<file path="config.mk">
export PLATFORM = sky130hd
export DESIGN_NAME = ahir_tx_frame_padder
export DESIGN_NICKNAME = d
export VERILOG_FILES = /design/src/rtl/ahir_tx_frame_padder.sv
export SDC_FILE = /design/constraint.sdc
export NUM_CORES = 1
export LEC_CHECK = 0
export ABC_AREA = 1
export BUFFER_PORTS_ARGS = -buffer_cell sky130_fd_sc_hd__buf_4
export CORE_ASPECT_RATIO = 0.75
export CORE_UTILIZATION = 60
export DETAILED_ROUTE_END_ITERATION = 7
export PLACE_DENSITY = 0.86
export SLEW_MARGIN = 20
export SYNTH_ARGS = -nofsm -noshare
export SYNTH_HDL_FRONTEND = slang
export SYNTH_SLANG_ARGS = --single-unit
</file>
<file path="constraint.sdc">
create_clock -name CLK -period 15 [get_ports CLK]
set_clock_uncertainty 0.2 [all_clocks]
set_input_delay 3.75 -clock CLK [delete_from_list [all_inputs] [get_ports CLK]]
set_output_delay 3.75 -clock CLK [all_outputs]
set_load 0.05 [all_outputs]
</file>
<file path="src/rtl/ahir_tx_frame_padder.sv">
`timescale 1ns/1ps
// ahir_tx_frame_padder
//
// Buffers words from the AHIR core output pipe and forwards them to the
// out-data pipe of the RIFFA-to-AHIR bridge. The bridge always expects
// complete frames of FRAME_BEATS beats. If the core goes quiet for TIMEOUT
// cycles in the middle of a frame, the rest of that frame is filled with
// PAD_WORD so the PCIe channel never hangs.
//
// Ports:
//   CLK                      sole clock, rising edge
//   RST                      asynchronous, active-high reset
//   core_pipe_write_data     data from core
//   core_pipe_write_req      core has valid data
//   core_pipe_write_ack      block can accept (push = req & ack)
//   out_data_pipe_read_req   bridge has space
//   out_data_pipe_read_data  data to bridge
//   out_data_pipe_read_ack   data valid (beat = req & ack)
//   pad_active               high while the frame is being padded
//   frames_padded            number of padded frames, saturating
module ahir_tx_frame_padder #(
  parameter int                          C_PCI_DATA_WIDTH = 32,
  parameter int                          TX_DATA_LEN      = 120,
  parameter int                          FIFO_DEPTH       = 8,
  parameter int                          TIMEOUT          = 1024,
  parameter logic [C_PCI_DATA_WIDTH-1:0] PAD_WORD         = '0
) (
  input  logic                        CLK,
  input  logic                        RST,
  input  logic [C_PCI_DATA_WIDTH-1:0] core_pipe_write_data,
  input  logic                        core_pipe_write_req,
  output logic                        core_pipe_write_ack,
  input  logic                        out_data_pipe_read_req,
  output logic [C_PCI_DATA_WIDTH-1:0] out_data_pipe_read_data,
  output logic                        out_data_pipe_read_ack,
  output logic                        pad_active,
  output logic [15:0]                 frames_padded
);

  localparam int WORDS_PER_BEAT = C_PCI_DATA_WIDTH / 32;
  localparam int FRAME_BEATS    = TX_DATA_LEN / WORDS_PER_BEAT;
  localparam int PTR_W          = $clog2(FIFO_DEPTH);
  localparam int CNT_W          = PTR_W + 1;
  localparam int TMR_W          = (TIMEOUT > 1) ? $clog2(TIMEOUT) : 1;

  localparam logic [31:0]      LAST_BEAT = 32'(FRAME_BEATS - 1);
  localparam logic [TMR_W-1:0] TMR_LAST  = TMR_W'(TIMEOUT - 1);
  localparam logic [CNT_W-1:0] CNT_FULL  = CNT_W'(FIFO_DEPTH);

  localparam logic [1:0] S_IDLE = 2'd0;
  localparam logic [1:0] S_PASS = 2'd1;
  localparam logic [1:0] S_PAD  = 2'd2;

  function automatic logic [15:0] sat_inc16(input logic [15:0] v);
    return (v == 16'hFFFF) ? v : v + 16'd1;
  endfunction

  logic [C_PCI_DATA_WIDTH-1:0] mem_q [FIFO_DEPTH];
  logic [C_PCI_DATA_WIDTH-1:0] mem_d [FIFO_DEPTH];
  logic [PTR_W-1:0]            wr_ptr_q, wr_ptr_d;
  logic [PTR_W-1:0]            rd_ptr_q, rd_ptr_d;
  logic [CNT_W-1:0]            count_q, count_d;
  logic [1:0]                  state_q, state_d;
  logic [31:0]                 beat_cnt_q, beat_cnt_d;
  logic [TMR_W-1:0]            timer_q, timer_d;
  logic [15:0]                 frames_padded_q, frames_padded_d;

  logic full, empty, push, pop, beat, last_beat;

  assign full  = (count_q == CNT_FULL);
  assign empty = (count_q == '0);

  // Ack is gated by RST directly so it reads 0 for the whole reset window.
  assign core_pipe_write_ack = ~RST & ~full;
  assign push                = core_pipe_write_req & core_pipe_write_ack;

  always_comb begin
    out_data_pipe_read_ack  = ~empty;
    out_data_pipe_read_data = mem_q[rd_ptr_q];
    if (state_q == S_PAD) begin
      out_data_pipe_read_ack  = 1'b1;
      out_data_pipe_read_data = PAD_WORD;
    end
  end

  assign beat      = out_data_pipe_read_req & out_data_pipe_read_ack;
  // Pad beats are synthesized; the FIFO head is left for the next frame.
  assign pop       = beat & (state_q != S_PAD);
  assign last_beat = (beat_cnt_q == LAST_BEAT);

  assign pad_active    = (state_q == S_PAD);
  assign frames_padded = frames_padded_q;

  // FIFO storage and pointers
  always_comb begin
    mem_d    = mem_q;
    wr_ptr_d = wr_ptr_q;
    rd_ptr_d = rd_ptr_q;
    count_d  = count_q;
    if (push) begin
      mem_d[wr_ptr_q] = core_pipe_write_data;
      wr_ptr_d        = wr_ptr_q + PTR_W'(1);
    end
    if (pop) begin
      rd_ptr_d = rd_ptr_q + PTR_W'(1);
    end
    case ({push, pop})
      2'b10:   count_d = count_q + CNT_W'(1);
      2'b01:   count_d = count_q - CNT_W'(1);
      default: count_d = count_q;
    endcase
  end

  // Frame FSM, beat counter and idle timer
  always_comb begin
    state_d         = state_q;
    beat_cnt_d      = beat_cnt_q;
    timer_d         = timer_q;
    frames_padded_d = frames_padded_q;
    case (state_q)
      S_IDLE: begin
        timer_d = '0;
        if (beat) begin
          if (last_beat) begin
            beat_cnt_d = '0;
          end else begin
            beat_cnt_d = beat_cnt_q + 32'd1;
            state_d    = S_PASS;
          end
        end
      end
      S_PASS: begin
        if (beat) begin
          timer_d = '0;
          if (last_beat) begin
            beat_cnt_d = '0;
            state_d    = S_IDLE;
          end else begin
            beat_cnt_d = beat_cnt_q + 32'd1;
          end
        end else if (push) begin
          // A push in the expiry cycle keeps the frame alive.
          timer_d = '0;
        end else if (empty) begin
          if (timer_q == TMR_LAST) begin
            timer_d = '0;
            state_d = S_PAD;
          end else begin
            timer_d = timer_q + TMR_W'(1);
          end
        end
        // Non-empty without a beat means the bridge is stalling: hold.
      end
      S_PAD: begin
        timer_d = '0;
        if (beat) begin
          if (last_beat) begin
            beat_cnt_d      = '0;
            state_d         = S_IDLE;
            frames_padded_d = sat_inc16(frames_padded_q);
          end else begin
            beat_cnt_d = beat_cnt_q + 32'd1;
          end
        end
      end
      default: begin
        state_d    = S_IDLE;
        beat_cnt_d = '0;
        timer_d    = '0;
      end
    endcase
  end

  always_ff @(posedge CLK or posedge RST) begin
    if (RST) begin
      for (int i = 0; i < FIFO_DEPTH; i++) begin
        mem_q[i] <= '0;
      end
      wr_ptr_q        <= '0;
      rd_ptr_q        <= '0;
      count_q         <= '0;
      state_q         <= S_IDLE;
      beat_cnt_q      <= '0;
      timer_q         <= '0;
      frames_padded_q <= '0;
    end else begin
      mem_q           <= mem_d;
      wr_ptr_q        <= wr_ptr_d;
      rd_ptr_q        <= rd_ptr_d;
      count_q         <= count_d;
      state_q         <= state_d;
      beat_cnt_q      <= beat_cnt_d;
      timer_q         <= timer_d;
      frames_padded_q <= frames_padded_d;
    end
  end

endmodule

</file>
# Word-level counts from Yosys, hierarchy flattened
# Index checks and enable logic that the tools add are counted.
dict set report word_totals {
  reg_bits 326
  input_bits 36
  output_inout_bits 51
  word_cells 85
}
dict set report op_classes {
  n_addsub 7
  order_cmp 3
  eq_ne 17
  n_mux 26
  bitwise 10
  reduce_logical 7
}
# operator count
set ops {}
lappend ops {{$bwmux 256} 1}
lappend ops {{$mux 32} 7}
lappend ops {{$bmux 32 s3} 1}
lappend ops {{$demux 32 s3} 1}
lappend ops {{$mux 10} 5}
lappend ops {{$add 32x1->32 const B} 1}
lappend ops {{$eq 32x7->1 const B} 1}
lappend ops {{$add 16x1->16 const B} 1}
lappend ops {{$eq 16x16->1 const B} 1}
lappend ops {{$mux 2} 8}
lappend ops {{$add 10x1->10 const B} 1}
lappend ops {{$eq 10x10->1 const B} 1}
lappend ops {{$ne 3x3->1 const B} 3}
lappend ops {{$ge 4x4->1 const B} 2}
lappend ops {{$not 3->4} 2}
lappend ops {{$pmux 4 s2} 1}
lappend ops {{$add 3x1->3 const B} 2}
lappend ops {{$ne 2x2->1 const B} 3}
lappend ops {{$pmux 2 s3} 1}
lappend ops {{$reduce_and 6->1} 1}
lappend ops {{$add 4x1->4 const B} 1}
lappend ops {{$and 1x1->1} 4}
lappend ops {{$eq 2x1->1 const B} 2}
lappend ops {{$eq 2x2->1 const B} 2}
lappend ops {{13 further kinds} 17}

# Logic depth before layout (Yosys ltp)
# Gate-level depths: netlist of the first run.
dict set report depth {
  word_depth 7
  mapped_depth 14
  ltp_nobuf 14
}

# Worst setup path before layout of the first run
# Ideal clock, no wire load.
dict set report synth_timing {
  path_kind {input -> register}
  from {input port RST}
  to {register count_q[2]}
  setup_time_ns 0.129
  arrival_time_ns 12.512
  required_ns 14.671
  setup_slack_ns 2.160
  cell_stages 8
  n_path_buf 0
  cell_sequence {inv_1 -> nand3_4 -> ha_1 -> xor2_1 -> ha_1 -> a21oi_1 -> xnor2_1 -> o21ai_0}
}
dict set report synth_via {
  elab_chain_cells 5
  word_cells_on_any_way 7
  classes_between {eq/ne: 2; mux: 1; bitwise: 3; reduce/logical: 1}
}
# item line_no
set synth_lines {}
lappend synth_lines {{start: declaration} 29} ;# input logic RST,
lappend synth_lines {{$not 1->1 *} 74} ;# assign core_pipe_write_ack = ~RST & ~full;
lappend synth_lines {{$and 1x1->1 *} 74}
lappend synth_lines {{$and 1x1->1 *} 75} ;# assign push = core_pipe_write_req & core_pipe_write_ack;
lappend synth_lines {{$eq 2x1->1 or $eq 2x2->1 (tied branches)} 107} ;# case ({push, pop})
lappend synth_lines {{$pmux 4 s2 or $reduce_bool 2->1 (tied branches)} n/a}
lappend synth_lines {{end signal: assignment} 190} ;# count_q <= count_d;
lappend synth_lines {{end: declaration} 62} ;# logic [CNT_W-1:0] count_q, count_d;
# Every way passes the cells marked *; elsewhere a longest branch is shown, timed or not.
# A chain may end at the register's enable or synchronous reset.

# Worst setup path after layout of the first run
dict set report layout_timing {
  from {input port RST}
  to {output port core_pipe_write_ack}
}
dict set report layout_via {
  elab_chain_cells 2
}
# item line_no
set layout_lines {}
lappend layout_lines {{$not 1->1} 74}
lappend layout_lines {{$and 1x1->1} 74}
lappend layout_lines {{end: declaration} 32} ;# output logic core_pipe_write_ack,
# Every way passes these cells.

==> run summary, run 1 <==
The cell internal power dissipation is 2270 uW. The mean instance size in the synthesized netlist came out at 8.18 um^2. The combined flip-flop and latch cell area is 0.00816 mm^2. The number of unique standard cell types used by synthesis is 34.

The final layout contains 2036 nets. The first-pass GRT wire length came out at 66000 um. For this configuration, the core starts out at a cell density of 61.7%. The part of the cycle the worst path needs came out at 54.7%. The fraction of power consumed by combinational cells is 42.8%. The worst setup timing slack at the placement stage came out at 6.79 ns. The overall die area is 0.0276 mm^2.

The number of clock sinks is 326. The register bit total from synthesis is 326. Counting flops with an async set or reset pin after synthesis yields a share of 100%.

After detailed routing, the average wire length per cell comes to 17.0 um. The cell sitting at the root of the clock tree is a sky130_fd_sc_hd__clkbuf_16. The share of total power consumed by net switching came out at 43.3%. The final count of hold timing violations is 0.

The die is 191 um wide. The clock reaches the later pin of the worst-skew pair after 0.56 ns. The proportion of synthesized chip area in sequential cells is 50.6%. Entering global routing, the biggest net connects 87 pins.

At the pin with the least slew margin, the transition time is 1.06 ns. Among the stages of the critical path, the cell type that occurs most often is sky130_fd_sc_hd__buf_4. The sequential power share is 36.2%.

The cell family contributing the most delay on the critical path is buffers and inverters. Setup repair after global routing left no endpoint under its margin. The worst ir drop on vdd is 236 uV.

The layout overhead on the synthesized area came out at 10.2%. The data arrival time of the critical path is 4.25 ns. The post-synthesis instance area came out at 0.0161 mm^2. The setup slack after layout is 6.80 ns. The flow ran to the end, and the final reports show no timing, DRC or antenna violations. After detailed routing, the total wire length is 40100 um.

Setup violations remaining at the end of the flow were counted as 0. The H-tree depth came out at 1. The post-route antenna net violation count came out at 0. The normalized max-slew margin came out at 29.3%. The switching power of the nets is 1730 uW. The number of buffers inserted by hold repair at cts is 0.

The number of clock buffers added by TritonCTS is 31. The area of the placeable core came out at 0.0262 mm^2. The ratio of total power to cell area is 225 mW/mm^2.

The clock transition at the registers of the reported paths is 0.06 ns. The number of placed I/O pins is 87. STA classifies the critical path endpoint as an output pin. The global router's overall resource usage came out at 29.6%.

Counting along the longest clock path gives a buffer depth of 3. The critical path is of the in2out type. The number of design-rule violations left by the first detailed-router iteration is 1627. Global routing consumed, on the met1 layer, 43.8% of the routing resources.

The number of global-route vias before repair is 12900. STA classifies the critical path startpoint as a primary input. The via count of the routed design is 14000. The post-route netlist has 11.5% of its cells at a drive strength greater than 1. The first-pass iteration count of the detailed router came out at 5. The highest fanout seen on the critical path is 2. The number of vias per cell is 5.93. The worst min-delay path class is reg2reg. For met2 alone, demand over resource in global routing was 45.9%.

The quantity of I/O buffers inserted on ports is 86. The count of buffer and inverter cells on the critical path is 2. Max-cap violations in this run came to 0. Setup total negative slack on the finished layout was measured at 0 ns. Detailed placement finished with a half-perimeter wire length of 23400 um. Once the clock tree was built, the setup fixing pass inserted 0 buffers. The number of instances in the synthesized netlist came out at 1973.

The busiest metal layer after global routing is met2. After clock tree synthesis, the repair step resized 0 gates. The clock tree from TritonCTS is done. The delay of the slowest cell on the worst path is 0.22 ns. The leakage power summed over all cells came out at 0.00833 uW. For met3 alone, demand over resource in global routing was 3.98%. The final routed DRC violation total is 0. Among all stages on the critical path, the largest delay is contributed by sky130_fd_sc_hd__buf_4. In this run the core area contains 51 standard-cell rows. The number of nets in the synthesized netlist came out at 2017. Traced cell by cell, the critical path runs through buf_4, a31oi_1, buf_4. The layout has 2071 filler cells. The leftover overflow at the end of global routing is 0. At the worst endpoint, the required time is 11.05 ns.

In the synthesized netlist the dominant register cell turns out to be sky130_fd_sc_hd__dfrtp_1. At the end of routability-driven placement, the weighted congestion stood at 0.969. The number of warnings printed during yosys synthesis is 0. The number of max-slew violations in the final report came to 0. The overall die height is 144 um.

0 antenna diodes ended up in the layout. The multi-input combinational cell area came out at 0.00691 mm^2. The post-layout minimum cycle time came out at 8.20 ns. The timing-limited maximum frequency came out at 122 MHz. The initial antenna violation count was 0. In this run, synthesis inferred 0 flip-flops with an integrated enable. The share of total power in the clock network is 21.0%.
worst paths after layout:
check | slack [ns] | cells after the start | startpoint | end
setup / recovery | 6.80 | 3 | RST | core_pipe_write_ack
hold / removal | 0.28 | 2 | mem_q[83]$_DFFE_PP0P_ | mem_q[83]$_DFFE_PP0P_
setup reg to reg | 11.50 | 7 | state_q[0]$_DFFE_PP0P_ | frames_padded[15]$_DFFE_PP0P_
hold reg to reg | 0.28 | 2 | mem_q[83]$_DFFE_PP0P_ | mem_q[83]$_DFFE_PP0P_
max in group asynchronous | 10.35 | 3 | RST | rd_ptr_q[0]$_DFFE_PP0P_
min in group asynchronous | 3.06 | 2 | RST | count_q[3]$_DFFE_PP0P_
cell usage after synthesis, drive strengths merged (3+ instances only):
library cell,count,area [um^2]
inv,98,373
clkbuf,58,218
a21oi,3,15.0
nor2,266,1000
o21ai,434,2360
dfrtp,326,8160
a31oi,33,206
nor3,24,120
xor2,23,201
xnor2,14,123
nand2,491,1850
nand3,55,298
ha,8,100
o22ai,43,269
nand4,33,315
buf,56,474
registers in the layout, indices dropped and copies added, names as in the netlist:
name	count
beat_cnt_q	32
count_q	4
frames_padded	16
mem_q	256
rd_ptr_q	3
state_q	2
timer_q	10
wr_ptr_q	3
power groups by stage:
stage / clock network, uW / logic (uW) / registers, uW
after global routing: 881 / 1880 / 1490
after CTS: 845 / 1700 / 1440
after floorplan: 0 / 1330 / 1370
final: 839 / 1710 / 1450
after global placement: 0 / 1630 / 1430
after detailed placement: 0 / 1680 / 1450
cell type report:
type / instances / area share, %
sequential: 326 / 45.9
inverter: 100 / 2.19
multi-input combinational: 1433 / 38.8
clock buffer: 43 / 5.18
tap: 344 / 2.42
timing repair buffer: 100 / 4.42
clock inverter: 15 / 1.08
cells in the final DEF, fill, tap and decap left out, types with 23 or more instances in the layout:
cell,instances
sky130_fd_sc_hd__o21ai_2,51
sky130_fd_sc_hd__dfrtp_1,324
sky130_fd_sc_hd__nand2_1,488
sky130_fd_sc_hd__nor3_1,24
sky130_fd_sc_hd__buf_4,95
sky130_fd_sc_hd__o21ai_0,267
sky130_fd_sc_hd__nor2_1,265
sky130_fd_sc_hd__nand4_1,24
sky130_fd_sc_hd__o22ai_1,43
sky130_fd_sc_hd__clkbuf_16,31
sky130_fd_sc_hd__nand3_1,52
sky130_fd_sc_hd__inv_1,93
sky130_fd_sc_hd__a31oi_1,33
sky130_fd_sc_hd__xor2_1,23
sky130_fd_sc_hd__o21ai_1,116
stage by stage:
| step | hold WS (ns) | instances | instance area [um^2] | total power (uW) | util (%) |
|---|---|---|---|---|---|
| global route | 0.301 | 2361 | 17800 | 4250 | 68.0 |
| global placement | 0.259 | 2301 | 16600 | 3060 | 63.5 |
| finish | 0.277 | 2361 | 17800 | 4000 | 68.0 |
| floorplan | 0.248 | 1973 | 16100 | 2700 | - |
| detailed placement | 0.263 | 2301 | 16600 | 3130 | 63.5 |
| CTS | 0.278 | 2359 | 17700 | 3990 | 67.8 |
tightest hold or removal path, stage by stage (launching register included):
cell and delay, ns:
sky130_fd_sc_hd__dfrtp_1 0.34, sky130_fd_sc_hd__nand2_1 0.06, sky130_fd_sc_hd__o21ai_2 0.05
logic make-up (layout without fill, tap and decap cells):
family | Yosys count | in the layout | synth area share [%]
flip-flops | 326 | 326 | 50.6
buffers and inverters | 214 | 258 | 6.65
adder cells (fa/ha/maj) | 8 | 8 | 0.620
AND/OR/NAND/NOR | 873 | 873 | 22.4
AO/OA/AOI/OAI | 515 | 515 | 17.8
XOR/XNOR | 37 | 37 | 2.01
per-layer routing:
layer | vias up | wire length, um
met3 | 73 | 3310
met2 | 647 | 18400
met1 | 6678 | 17500
met5 | - | 0
li1 | 6597 | -
met4 | 0 | 912
Power figures use the tool's default switching activity.
==> run 2: changes to the inputs <==
==> constraint.sdc (replaced) <==
create_clock -name CLK -period 7.74 [get_ports CLK]
set_clock_uncertainty 0.2 [all_clocks]
set_input_delay 1.935 -clock CLK [delete_from_list [all_inputs] [get_ports CLK]]
set_output_delay 1.935 -clock CLK [all_outputs]
set_load 0.05 [all_outputs]
==> run 2 against run 1 <==
  * Combinational power grew 95%
  * Highest routed layer unchanged
  * Sequential power grew 95%
  * Cell count shrank 0.17%
  * Sequential share of layout area grew 0.17 points
  * Register-to-register slack lost 7.2 ns
  * Die area is the same
==> run summary, run 2 (same netlist as run 1, synthesis figures left out) <==
The flow ran to the end, and the final reports show no timing, DRC or antenna violations. The starting density of the core is 61.7%. The H-tree depth is 1. Dividing the detail-routed wire length by the instance count gives 16.7 um. The measured slew at the worst slew-check pin is 1.08 ns. The ratio of total power to cell area came out at 432 mW/mm^2. The quantity of I/O buffers inserted on ports came out at 86. The master cell of the clock root buffer is sky130_fd_sc_hd__clkbuf_16.

The number of rows in the core area is 51. The total number of cells along the worst setup path came out at 7. The setup fix buffers added after clock tree synthesis came out at 0. Counting both buffers and inverters, the worst setup path holds a total of 3. The number of placed I/O pins is 87. The number of vias per cell came out at 5.85.

The width of the die is 191 um. The leakage power summed over all cells is 0.00826 uW. The final estimated routing congestion in global placement is 0.979.

The slowest library cell on the worst path is sky130_fd_sc_hd__dfrtp_4. The delay of the slowest cell on the worst path is 0.87 ns. The worst setup path is launched from a flop. The HPWL after detailed placement is 22900 um. The number of placed instances, taps included is 2297. The fraction of power consumed by combinational cells came out at 43.4%.

The via count of the routed design came out at 13800. The share of total power in the clock network came out at 19.6%. The count of final setup violators is 0. The final wirelength is 39300 um. Data arrives at the worst endpoint at 3.94 ns. The clock tree from TritonCTS is done. The most frequent standard cell in the layout excluding fill and tap cells is sky130_fd_sc_hd__nand2_1.

In this run the critical register-to-register path is captured at frames_padded[15]$_DFFE_PP0P_. The first-pass iteration count of the detailed router came out at 8. Across all register-to-register paths, the minimum setup slack is 4.26 ns. The highest fanout seen on the critical path came out at 69. The final layout net count came out at 2034.

The post-route antenna net violation count is 0. The sum of negative setup slack is 0 ns. The overall die area came out at 0.0276 mm^2. The clock latency of the later-clocked register in the worst-skew pair is 0.56 ns. The required time at the worst-slack endpoint is 5.61 ns. Entering global routing, the biggest net connects 188 pins. The total overflow left after global routing is 0. The number of buffers inserted by hold repair at cts came out at 0.

The start-to-end type of the worst setup path is reg2out. Setup repair after global routing left no endpoint under its margin. The part of the cycle the worst path needs came out at 78.5%. The filler cell count is 2072. The number of max-slew violations in the final report was 0. The number of design-rule violations left by the first detailed-router iteration is 1456. The number of violations of the max-capacitance limit came out at 0. After clock tree synthesis, the clock-pin slew on the worst setup and hold paths is 0.07 ns. From synthesis to final layout, the design area changed by 9.84%. For this run, the top clock speed supported by timing is 165 MHz.

The register with the most flip-flops in the layout has 256 of them. The critical register-to-register path startpoint is state_q[0]$_DFFE_PP0P_. The combined flip-flop and latch cell area came out at 0.00816 mm^2. The number of non-filler instances in the completed layout is 2357. The worst hold path belongs to the class reg2reg. The startpoint identified for the worst hold timing path is mem_q[85]$_DFFE_PP0P_. Once the clock tree was built, the resizer swapped 0 gates to a different size. For hold timing, the worst endpoint is mem_q[85]$_DFFE_PP0P_. The fraction of layout instances using a drive strength above 1 came out at 11.3%.

The switching power of the nets came out at 3360 uW. Sequential cells account for 36.9% of the total power. The share of total power consumed by net switching came out at 43.9%. The internal power of the cells totals 4300 uW.

The maximum buffer depth of the clock tree is 3. The worst setup path is captured at an output pin. The number of global-route vias before repair came out at 12900. The first-pass GRT wire length is 65100 um. The worst ir drop on vdd is 554 uV. The initial antenna violation count came out at 0. The final count of hold timing violations is 0. The global router's overall resource usage is 29.2%. The area of the placeable core is 0.0262 mm^2. 0 antenna diodes ended up in the layout. The multi-input combinational cells in the finished layout cover a total of 0.00695 mm^2. The critical path goes through clkinv_2, buf_4, o21ai_0, o22ai_1, o21ai_0, a31oi_1, buf_4. mem_q holds more flip-flops than any other register. The post-layout minimum cycle time is 6.08 ns.

The worst hold path was traced through 2 stages. The overall die height came out at 144 um. The number of clock sinks came out at 326. The final routed DRC violation total is 0. The number of buffers added by the clock tree synthesis step is 31. Broken down by cell family, the worst path's largest delay share belongs to buffers and inverters. Leaving out fill and tap cells, the most frequent cells in the layout are sky130_fd_sc_hd__nand2_1 (487), sky130_fd_sc_hd__dfrtp_1 (324), sky130_fd_sc_hd__nor2_1 (265), sky130_fd_sc_hd__o21ai_1 (211), sky130_fd_sc_hd__o21ai_0 (172). The normalized max-slew margin came out at 28.1%. The number of cells traversed by the worst register-to-register path is 7.
==> run 2: cell count changes in the layout (fill, tap and decap cells not counted), moves of 3 or more <==
cell / delta
sky130_fd_sc_hd__clkbuf_8: -5
sky130_fd_sc_hd__clkinv_4: -3
sky130_fd_sc_hd__o21ai_0: -95
sky130_fd_sc_hd__buf_12: +3
sky130_fd_sc_hd__o21ai_1: +95
sky130_fd_sc_hd__clkbuf_1: +5
sky130_fd_sc_hd__buf_6: -3
==> run 2: worst max-delay path by stage <==
stage	from	slack (ns)	to
floorplan	RST	-1.06	count_q[3]$_DFFE_PP0P_
global placement	rd_ptr_q[0]$_DFFE_PP0P_	2.48	out_data_pipe_read_data[7]
detailed placement	rd_ptr_q[0]$_DFFE_PP0P_	2.45	out_data_pipe_read_data[7]
CTS	rd_ptr_q[0]$_DFFE_PP0P_	1.78	out_data_pipe_read_data[9]
global route	rd_ptr_q[0]$_DFFE_PP0P_	1.56	out_data_pipe_read_data[2]
finish	rd_ptr_q[0]$_DFFE_PP0P_	1.66	out_data_pipe_read_data[9]
==> run 2: worst min-delay path, delay by kind of cell (launching register included) <==
kind | cells | cell delay (ns)
compound gates | 1 | 0.05
flops | 1 | 0.34
simple gates | 1 | 0.06
==> run 2: cell type report <==
| class | count | share of cell area (%) |
|---|---|---|
| Clock buffer | 43 | 4.91 |
| Multi-Input combinational cell | 1433 | 39.2 |
| Clock inverter | 13 | 0.699 |
| Inverter | 100 | 2.17 |
| Sequential cell | 326 | 46.1 |
| Timing Repair Buffer | 98 | 4.50 |
| Tap cell | 344 | 2.43 |
==> run 2: power groups by stage <==
stage | logic, uW | clock network (uW) | registers (uW)
floorplan | 2630 | 0 | 2660
global placement | 3170 | 0 | 2810
detailed placement | 3270 | 0 | 2830
CTS | 3300 | 1520 | 2820
global route | 3660 | 1590 | 2910
finish | 3330 | 1500 | 2830
==> run 2: layer usage <==
layer / track usage, % / vias to the layer above / wire length, um
met5: 0 / - / 0
met3: 4.03 / 61 / 2860
met2: 46.3 / 556 / 18000
met1: 42.1 / 6581 / 17700
li1: - / 6599 / -
met4: 8.60 / 0 / 839
==> run 2: per-stage QoR <==
step	area, um^2	setup WS, ns	hold WS [ns]	util [%]	power (uW)
after floorplan	16400	-1.06	0.250	-	5290
after global placement	16600	2.48	0.259	63.6	5980
after detailed placement	16600	2.45	0.263	63.6	6100
after CTS	17600	1.78	0.277	67.4	7640
after global routing	17700	1.56	0.297	67.7	8150
final	17700	1.66	0.277	67.7	7660
